$ cat config.mk
export PLATFORM = sky130hd
export DESIGN_NAME = spi_master_tx
export DESIGN_NICKNAME = d
export VERILOG_FILES = /design/src/rtl/spi_pkg.sv /design/src/rtl/spi_sck_gen.sv /design/src/rtl/spi_master_tx.sv
export SDC_FILE = /design/constraint.sdc
export NUM_CORES = 1
export LEC_CHECK = 0
export CAP_MARGIN = 5
export CORE_ASPECT_RATIO = 0.6
export CORE_MARGIN = 1
export CORE_UTILIZATION = 60
export CTS_CLUSTER_DIAMETER = 200
export CTS_CLUSTER_SIZE = 30
export DETAILED_ROUTE_END_ITERATION = 7
export PLACE_DENSITY = 0.9
export SLEW_MARGIN = 10
export SYNTH_ARGS = -nofsm -noshare
export SYNTH_HDL_FRONTEND = slang
export SYNTH_HIERARCHICAL = 1
export SYNTH_SLANG_ARGS = --single-unit
$ cat constraint.sdc
create_clock -name sys_clock -period 7.7 [get_ports sys_clock]
set_input_delay 1.54 -clock sys_clock [delete_from_list [all_inputs] [get_ports sys_clock]]
set_output_delay 1.54 -clock sys_clock [all_outputs]
set_load 0.01 [all_outputs]
$ cat src/rtl/spi_pkg.sv
// ============================================================================
//  Module   : spi_pkg
//  Purpose  : Shared types and default timing for the SPI master transmitter.
//  Revision : 1.0  initial release
// ============================================================================
`default_nettype none

package spi_pkg;

    localparam int SPI_BYTE_W   = 8;
    localparam int HP_CNT_W     = 8;
    localparam int TMR_W        = 16;

    localparam int HALF_PER_DEF = 50;
    localparam int CS_SETUP_DEF = 4;
    localparam int CS_HOLD_DEF  = 4;
    localparam int CS_GAP_DEF   = 8;

    typedef enum logic [2:0] {
        ST_IDLE  = 3'd0,
        ST_SETUP = 3'd1,
        ST_SHIFT = 3'd2,
        ST_WAIT  = 3'd3,
        ST_HOLD  = 3'd4,
        ST_GAP   = 3'd5
    } state_t;

endpackage

`default_nettype wire

$ cat src/rtl/spi_sck_gen.sv
// ============================================================================
//  Module   : spi_sck_gen
//  Purpose  : Mode-0 SCK generator; strobes flag the cycle before each edge.
//  Revision : 1.0  initial release
// ============================================================================
`default_nettype none

module spi_sck_gen
    import spi_pkg::*;
#(
    parameter int HALF_PER = HALF_PER_DEF
) (
    input  logic clk,
    input  logic rst,
    input  logic en,
    output logic sck,
    output logic rise_stb,
    output logic fall_stb
);

    localparam logic [HP_CNT_W-1:0] c_last = HP_CNT_W'(HALF_PER - 1);

    logic [HP_CNT_W-1:0] r_cnt;
    logic                r_sck;
    logic                w_wrap;

    assign w_wrap = en && (r_cnt == c_last);

    // Disabling parks the generator low with a fresh count, so every byte
    // starts with a full low half-period.
    always_ff @(posedge clk) begin
        if (rst || !en) begin
            r_cnt <= '0;
            r_sck <= 1'b0;
        end else if (w_wrap) begin
            r_cnt <= '0;
            r_sck <= ~r_sck;
        end else begin
            r_cnt <= r_cnt + HP_CNT_W'(1);
        end
    end

    assign sck      = r_sck;
    assign rise_stb = w_wrap && !r_sck;
    assign fall_stb = w_wrap &&  r_sck;

endmodule

`default_nettype wire

$ cat src/rtl/spi_master_tx.sv
// ============================================================================
//  Module   : spi_master_tx
//  Purpose  : Byte-oriented mode-0 SPI master with valid/ready byte source.
//             Define SPI_LSB_FIRST_EN for LSB-first in both directions.
//  Revision : 1.0  initial release
// ============================================================================
`default_nettype none

module spi_master_tx
    import spi_pkg::*;
#(
    parameter int HALF_PER = HALF_PER_DEF,
    parameter int CS_SETUP = CS_SETUP_DEF,
    parameter int CS_HOLD  = CS_HOLD_DEF,
    parameter int CS_GAP   = CS_GAP_DEF
) (
    input  logic                  sys_clock,
    input  logic                  reset,
    input  logic [SPI_BYTE_W-1:0] tx_data,
    input  logic                  tx_valid,
    input  logic                  tx_last,
    output logic                  tx_ready,
    output logic [SPI_BYTE_W-1:0] rx_data,
    output logic                  rx_valid,
    output logic                  busy,
    output logic                  spi_sck,
    output logic                  spi_mosi,
    input  logic                  spi_miso,
    output logic                  spi_cs_n
);

    localparam logic [TMR_W-1:0] c_setup_last = TMR_W'(CS_SETUP - 1);
    localparam logic [TMR_W-1:0] c_hold_last  = TMR_W'(CS_HOLD - 1);
    localparam logic [TMR_W-1:0] c_gap_last   = TMR_W'(CS_GAP - 1);

    state_t                  r_state;
    state_t                  w_state_nxt;
    logic [TMR_W-1:0]        r_tmr;
    logic [2:0]              r_bit_cnt;
    logic                    r_done;
    logic                    r_last;
    logic [SPI_BYTE_W-1:0]   r_tx_shift;
    logic [SPI_BYTE_W-1:0]   r_rx_shift;
    logic [SPI_BYTE_W-1:0]   r_rx_data;
    logic                    r_rx_valid;
    logic                    r_cs_n;
    logic                    r_miso_meta;
    logic                    r_miso_sync;

    logic                    w_tx_ready;
    logic                    w_accept;
    logic                    w_sck_en;
    logic                    w_sck;
    logic                    w_rise;
    logic                    w_fall;
    logic                    w_mosi;
    logic [SPI_BYTE_W-1:0]   w_tx_next;
    logic [SPI_BYTE_W-1:0]   w_rx_next;

`ifdef SPI_LSB_FIRST_EN
    assign w_mosi    = r_tx_shift[0];
    assign w_tx_next = {1'b0, r_tx_shift[SPI_BYTE_W-1:1]};
    assign w_rx_next = {r_miso_sync, r_rx_shift[SPI_BYTE_W-1:1]};
`else
    assign w_mosi    = r_tx_shift[SPI_BYTE_W-1];
    assign w_tx_next = {r_tx_shift[SPI_BYTE_W-2:0], 1'b0};
    assign w_rx_next = {r_rx_shift[SPI_BYTE_W-2:0], r_miso_sync};
`endif

    assign w_tx_ready = !reset && ((r_state == ST_IDLE) || (r_state == ST_WAIT));
    assign w_accept   = tx_valid && w_tx_ready;
    // r_done holds SCK off for the rx_valid cycle that separates bytes
    assign w_sck_en   = (r_state == ST_SHIFT) && !r_done;

    spi_sck_gen #(
        .HALF_PER (HALF_PER)
    ) u_sck_gen (
        .clk      (sys_clock),
        .rst      (reset),
        .en       (w_sck_en),
        .sck      (w_sck),
        .rise_stb (w_rise),
        .fall_stb (w_fall)
    );

    always_ff @(posedge sys_clock) begin
        if (reset) begin
            r_state <= ST_IDLE;
        end else begin
            r_state <= w_state_nxt;
        end
    end

    always_comb begin
        w_state_nxt = r_state;
        case (r_state)
            ST_IDLE:  if (w_accept)               w_state_nxt = ST_SETUP;
            ST_SETUP: if (r_tmr == c_setup_last)  w_state_nxt = ST_SHIFT;
            ST_SHIFT: if (r_done)                 w_state_nxt = r_last ? ST_HOLD : ST_WAIT;
            ST_WAIT:  if (w_accept)               w_state_nxt = ST_SHIFT;
            ST_HOLD:  if (r_tmr >= c_hold_last)   w_state_nxt = ST_GAP;
            ST_GAP:   if (r_tmr == c_gap_last)    w_state_nxt = ST_IDLE;
            default:                              w_state_nxt = ST_IDLE;
        endcase
    end

    always_ff @(posedge sys_clock) begin
        if (reset) begin
            r_tmr       <= '0;
            r_bit_cnt   <= '0;
            r_done      <= 1'b0;
            r_last      <= 1'b0;
            r_tx_shift  <= '0;
            r_rx_shift  <= '0;
            r_rx_data   <= '0;
            r_rx_valid  <= 1'b0;
            r_cs_n      <= 1'b1;
            r_miso_meta <= 1'b0;
            r_miso_sync <= 1'b0;
        end else begin
            r_miso_meta <= spi_miso;
            r_miso_sync <= r_miso_meta;
            r_rx_valid  <= 1'b0;

            // The post-byte cycle in SHIFT counts as the first hold cycle.
            if (w_state_nxt != r_state) begin
                r_tmr <= (w_state_nxt == ST_HOLD) ? TMR_W'(1) : '0;
            end else begin
                r_tmr <= r_tmr + TMR_W'(1);
            end

            if (w_accept) begin
                r_tx_shift <= tx_data;
                r_last     <= tx_last;
                r_bit_cnt  <= '0;
                r_done     <= 1'b0;
                r_cs_n     <= 1'b0;
            end

            if (w_rise) begin
                r_rx_shift <= w_rx_next;
            end

            if (w_fall) begin
                r_tx_shift <= w_tx_next;
                r_bit_cnt  <= r_bit_cnt + 3'd1;
                if (r_bit_cnt == 3'd7) begin
                    r_done     <= 1'b1;
                    r_rx_data  <= r_rx_shift;
                    r_rx_valid <= 1'b1;
                end
            end

            if ((r_state == ST_HOLD) && (w_state_nxt == ST_GAP)) begin
                r_cs_n <= 1'b1;
            end
        end
    end

    assign tx_ready = w_tx_ready;
    assign rx_data  = r_rx_data;
    assign rx_valid = r_rx_valid;
    assign busy     = (r_state != ST_IDLE);
    assign spi_sck  = w_sck;
    assign spi_mosi = w_mosi;
    assign spi_cs_n = r_cs_n;

endmodule

`default_nettype wire
== After elaboration in Yosys (flattened, before gate mapping) ==
Cells that the tools add are included.

* Word-level logic and storage cells: 72
* Bits of input ports: 13
* Bits in registers: 61
* Output and inout port bits: 14

* Mux-type cells: 18
* Order comparisons: 1
* Bitwise gates (word level): 2
* Reductions and logical operators: 21
* Add/subtract/negate cells: 3
* Equality and inequality tests: 12

{| class="wikitable"
|+ Operators with widths
! cell !! count
|-
| 2-to-1 mux 3 bit || 9
|-
| case mux 3 bit (6 select lines) || 1
|-
| adder 16 x 1 -> 16 bit, second input constant || 1
|-
| == test 16 x 2 -> 1 bit, second input constant || 1
|-
| == test 16 x 3 -> 1 bit, second input constant || 1
|-
| greater-or-equal comparator 16 x 2 -> 1 bit, second input constant || 1
|-
| 2-to-1 mux 16 bit || 1
|-
| 2-to-1 mux 8 bit || 2
|-
| == test 3 bit, second input constant || 5
|-
| adder 8 x 1 -> 8 bit, second input constant || 1
|-
| == test 8 x 6 -> 1 bit, second input constant || 1
|-
| OR reduction 2 bit || 4
|-
| logical AND 1 bit || 7
|-
| == test 3 x 2 -> 1 bit, second input constant || 2
|-
| 2-to-1 mux 1 bit || 5
|-
| zero test 1 bit || 4
|-
| adder 3 x 1 -> 3 bit, second input constant || 1
|-
| == test 3 x 1 -> 1 bit, second input constant || 1
|-
| zero test 3 bit || 1
|-
| inequality test 3 bit || 1
|-
| nonzero test 3 bit || 1
|-
| logical OR 1 bit || 2
|-
| NOT 1 bit || 2
|-
| AND reduction 2 bit || 1
|-
| nonzero test 2 bit || 1
|}

== Depth between registers and ports, before layout ==
* Depth after elaboration: 9
* Depth in mapped cells: 8
* Gate-level depth less buffers: 7

== Hierarchy ==
The synthesis kept the hierarchy.

{| class="wikitable"
|+ Modules (own cells, without submodules)
! module !! area an instance (um2) !! times used !! cells an instance
|-
| spi_master_tx || 2,324.7 || 1 || 254
|-
| spi_sck_gen || 396.6 || 1 || 45
|}

== Worst setup path after synthesis ==
Ideal clock, no wire load.

* Path kind: in2out
* Start point: input reset
* End point: output tx_ready
* Cell stages on the path: 2
* Setup slack: 4.089 ns
* Arrival time: 2.071 ns
* Data required time: 6.160 ns
* Path through: clkbuf_1 > nor3_1

* Cells in the longest elaborated chain, start to end: 2

{| class="wikitable"
|+ RTL lines
! element !! line !! RTL
|-
| from (decl) || spi_master_tx.sv:18 || <nowiki>input logic reset,</nowiki>
|-
| zero test 1 bit || spi_master_tx.sv:70 || <nowiki>assign w_tx_ready = !reset && ((r_state == ST_IDLE) || (r_state == ST_WAIT));</nowiki>
|-
| logical AND 1 bit || spi_master_tx.sv:70 ||
|-
| to (decl) || spi_master_tx.sv:22 || <nowiki>output logic tx_ready,</nowiki>
|}

Every way passes these cells.

== Final worst setup path ==
Ends and elaborated chain as after synthesis.

==> metrics.md <==
| Metric | Value |
|---|---|
| Clock latency of the later-clocked register in the worst-skew pair | 0.35 ns |
| Reg2reg start | r_state[1]$_SDFF_PP0_ |
| Clock edge transition at the registers on the reported setup and hold paths | 0.07 ns |
| Global routing usage summed across all routing layers | between 20% and 30% |
| Critical Path AT | 3.05 ns |
| Unrepaired setup endpoints after global routing | no |
| Setup WS post-layout | 3.11 ns |
| Proportion of register bits with asynchronous set or reset after synthesis | 0% |
| Die Footprint | ~0.0048 mm² |
| DP Worst Slack | between 3 and 4 ns |
| Period utilization | between 50% and 60% |
| Distinct cell type count after synthesis | 47 |
| Final Hold Vio Count | 0 |
| Hold worst-path end | r_miso_sync$_SDFF_PP0_ |
| Fin Setup TNS | 0 ns |
| Die outline width | 88.9 µm |
| Clock power frac | ~44% |
| Postcts setup bufs | 0 |
| Xor-xnor portion of the synthesized cell area | 6.11% |
| Max transition margin | roughly two fifths |
| Number of global-route vias before repair | 1,955 |
| Hold slack final | 0.444 ns |
| Inserted Diodes | 0 |
| Run status | finished, final reports clean |
| Vias/cell | 5.77 |
| Sw Ratio | 22.7% |
| Buffer type at the clock tree root | sky130_fd_sc_hd__clkbuf_8 |
| CTS Buffer Depth | 2 |
| Leading cell types by count after synthesis | sky130_fd_sc_hd__dfxtp_1, sky130_fd_sc_hd__nand2_1, sky130_fd_sc_hd__nor2_1 |
| Placeable core area | ~0.0042 mm² |
| Clock Sinks | 61 |
| Endpoint type of the worst setup path | output port |
| WP data required | 6.16 ns |
| Relative contribution of combinational cells to total power | 5.7% |
| Count of pins on the block boundary | 27 |
| Cells after Synth | about 300 |
| Number of flops mapped to enable cells by yosys | 0 |
| Vias | 2,238 |
| Startpoint kind of the worst setup timing path | input port |
| Largest net degree at the start of global routing | 40 |
| Level count of the clock H-tree | 3 |
| Internal Dissipation | 495 µW |
| Synth area leader | sky130_fd_sc_hd__dfxtp_1 |
| Cell Area, Synth | 0.00272 mm² |
| Final slew viol count | 0 |
| Starting utilization of the core area | 64.3% |
| Buffers added on ports | 26 |
| Standby leakage power | roughly 0.0011 µW |
| Final antenna-violating net count | 0 |
| Number of search-and-repair iterations in the first detailed-routing pass | 5 |
| Worst hold path startpoint | r_miso_meta$_SDFF_PP0_ |
| Routing usage on met3 | approximately an eighth |
| Maximum capacitance violations | 0 |
| Synthesized netlist net count | 317 |
| Number of flip-flops and latches in the synthesized netlist | 61 |
| Simple-gate share of the synthesized area | 25.4% |
| Vertical extent of the die | around 54 µm |
| Cell depth of the worst min-delay path | 1 |
| Maximum clock frequency | roughly 0.22 GHz |
| Layout Utilization | 75.2% |
| Mux contribution to synthesized area | under 10% |
| Crit Path Category | in2out |
| Top area cells in the synthesized netlist | sky130_fd_sc_hd__dfxtp_1, sky130_fd_sc_hd__mux2i_1, sky130_fd_sc_hd__nand2_1, sky130_fd_sc_hd__nor2_1, sky130_fd_sc_hd__nor3_2 |
| Slew of the pin with the lowest slew margin | 0.921 ns |
| Total of hold buffers inserted after clock tree synthesis | 0 |
| Power per unit of standard cell area | 201 mW/mm² |
| Layout Area Growth over Synthesis | 17.1% |
| Count of synthesis-stage warnings from yosys | 6 |
| Met1 usage | 31.8% |
| RD Place Congestion | between 0.8 and 0.9 |
| Share of the yosys chip area belonging to registers | 44.9% |
| Number of cells on the worst reg-to-reg path | 6 |
| Wire length of the first global-routing pass | 8.83 mm |
| Number of standard-cell rows in the floorplan | 18 |
| Sw power | 145 µW |
| End of the worst register-to-register path | r_tx_shift[3]$_SDFFE_PP0P_ |
| Detailed Place HPWL | 3.68 mm |
| Grt met2 use | 40.1% |
| Count of unresolved DRC violations after routing | 0 |
| Sequential group share of total power | approximately half |
| Maximum resistive drop on vdd | 0.154 mV |
| Number of buffers created by CTS | 9 |
| Grt total ovfl | 0 |
| Final Routed Wirelength | 5.55 mm |
| DR iter-0 viols | 200 |
| Fraction of final layout cells sized beyond drive strength 1 | about a tenth |
| WL per Instance | 14.3 µm |
| Maximum fanout encountered on the critical timing path | 39 |
| Clock tree from TritonCTS | done |
| Initial antenna violation count | 0 |
| Syn avg cell area | 9.10 µm² |
| Resized Gates After CTS | 0 |
| Top_reg_cell synth | sky130_fd_sc_hd__dfxtp_1 |
| Most frequently used cell type in the post-synthesis netlist | sky130_fd_sc_hd__dfxtp_1 |
| Largest family of logic cells by synthesized area | simple AND/OR/NAND/NOR gates |
| Post-layout net count | 341 |
| Area share of the largest cell type after synthesis | 44.9% |
| Worst hold path class | reg2reg |
| Min Clock Period, post-route | approximately 4.6 ns |
| Arithmetic-cell share of the synthesized area counting full adders, half adders and majority gates | under 10% |
| Setup Skew | between 0.006 and 0.007 ns |
| Gr busiest metal | met2 |
| Synth Area in Compound Gates | 11.3% |
| Setup slack of the most critical reg-to-reg path | 4.53 ns |
| Number of endpoints failing setup at the final stage | 0 |
==> worst max-delay path, cell delays in order <==
cell and delay (ns):
sky130_fd_sc_hd__clkdlybuf4s50_1 0.39, sky130_fd_sc_hd__buf_4 0.24, sky130_fd_sc_hd__nor3_1 0.28, sky130_fd_sc_hd__clkdlybuf4s50_1 0.58
==> cell type report <==
type / count / area, µm²
multi-input combinational: 213 / 1390
sequential: 61 / 1220
clock inverter: 4 / 47.5
tap: 60 / 75.1
clock buffer: 12 / 145
timing repair buffer: 27 / 268
inverter: 11 / 41.3
fill: 309 / 1050
==> how the worst max path moves through the flow <==
stage / end / startpoint / depth (start not counted) / slack [ns]
after floorplan: tx_ready / reset / 2 / 4.09
after global placement: tx_ready / reset / 4 / 3.13
after global routing: tx_ready / reset / 4 / 3.03
after detailed placement: tx_ready / reset / 4 / 3.11
final: tx_ready / reset / 4 / 3.11
after CTS: tx_ready / reset / 4 / 3.10
==> through the flow <==
stage          cells  instance area [µm²]  total power [µW]
4_1_cts          388                 3190               645
3_3_place_gp     372                 2990               367
2_1_floorplan    299                 2720               356
3_5_place_dp     372                 2990               368
5_1_grt          388                 3190               663
6_report         388                 3190               641
==> placed cells by master (no fill, tap or decap), types with 3 or more instances in the layout <==
master                            synthesis  layout
sky130_fd_sc_hd__xnor2_1                  9       9
sky130_fd_sc_hd__nand4_1                  3       3
sky130_fd_sc_hd__a21oi_1                 19      19
sky130_fd_sc_hd__clkdlybuf4s50_1          0      26
sky130_fd_sc_hd__or3_1                    6       6
sky130_fd_sc_hd__xor2_1                  10      10
sky130_fd_sc_hd__o21ai_0                  8       8
sky130_fd_sc_hd__clkbuf_8                 0      10
sky130_fd_sc_hd__nor2_1                  29      29
sky130_fd_sc_hd__nor2b_1                  4       4
sky130_fd_sc_hd__nand2b_1                 4       4
sky130_fd_sc_hd__nor3_1                  12      12
sky130_fd_sc_hd__dfxtp_1                 61      61
sky130_fd_sc_hd__a211oi_1                 9       9
sky130_fd_sc_hd__nand2_1                 29      29
sky130_fd_sc_hd__mux2i_1                 16      16
sky130_fd_sc_hd__nand3_1                 15      15
sky130_fd_sc_hd__ha_1                     5       5
sky130_fd_sc_hd__nor3_2                  10      10
sky130_fd_sc_hd__inv_1                   10      10
==> sequential cells by signal (all words and copies together), names as in the netlist, 3 cells and up <==
register	flops
r_bit_cnt	3
r_rx_shift	8
r_state	3
r_tmr	16
r_tx_shift	8
rx_data	8
u_sck_gen/r_cnt	8
==> cells by family (layout without fill, tap and decap cells) <==
group,after synthesis,after routing
AND/OR/NAND/NOR,126,126
flip-flops,61,61
AO/OA/AOI/OAI,47,47
buffers and inverters,25,54
XOR/XNOR,19,19
multiplexers,16,16
adder cells (fa/ha/maj),5,5
==> routing by layer <==
layer | vias up | share of wire [%]
met1 | 1072 | 47
li1 | 1089 | -
met3 | 8 | 7.2
met5 | - | 0
met4 | 0 | 0.94
met2 | 69 | 45
==> power groups by stage <==
stage | Clock, µW | Combinational (µW) | Sequential, µW
floorplan | 0 | 25.0 | 331
global placement | 0 | 35.5 | 332
detailed placement | 0 | 36.2 | 332
CTS | 283 | 36.6 | 325
global route | 298 | 39.7 | 326
finish | 279 | 36.5 | 325
(Power assumes the default switching activity.)
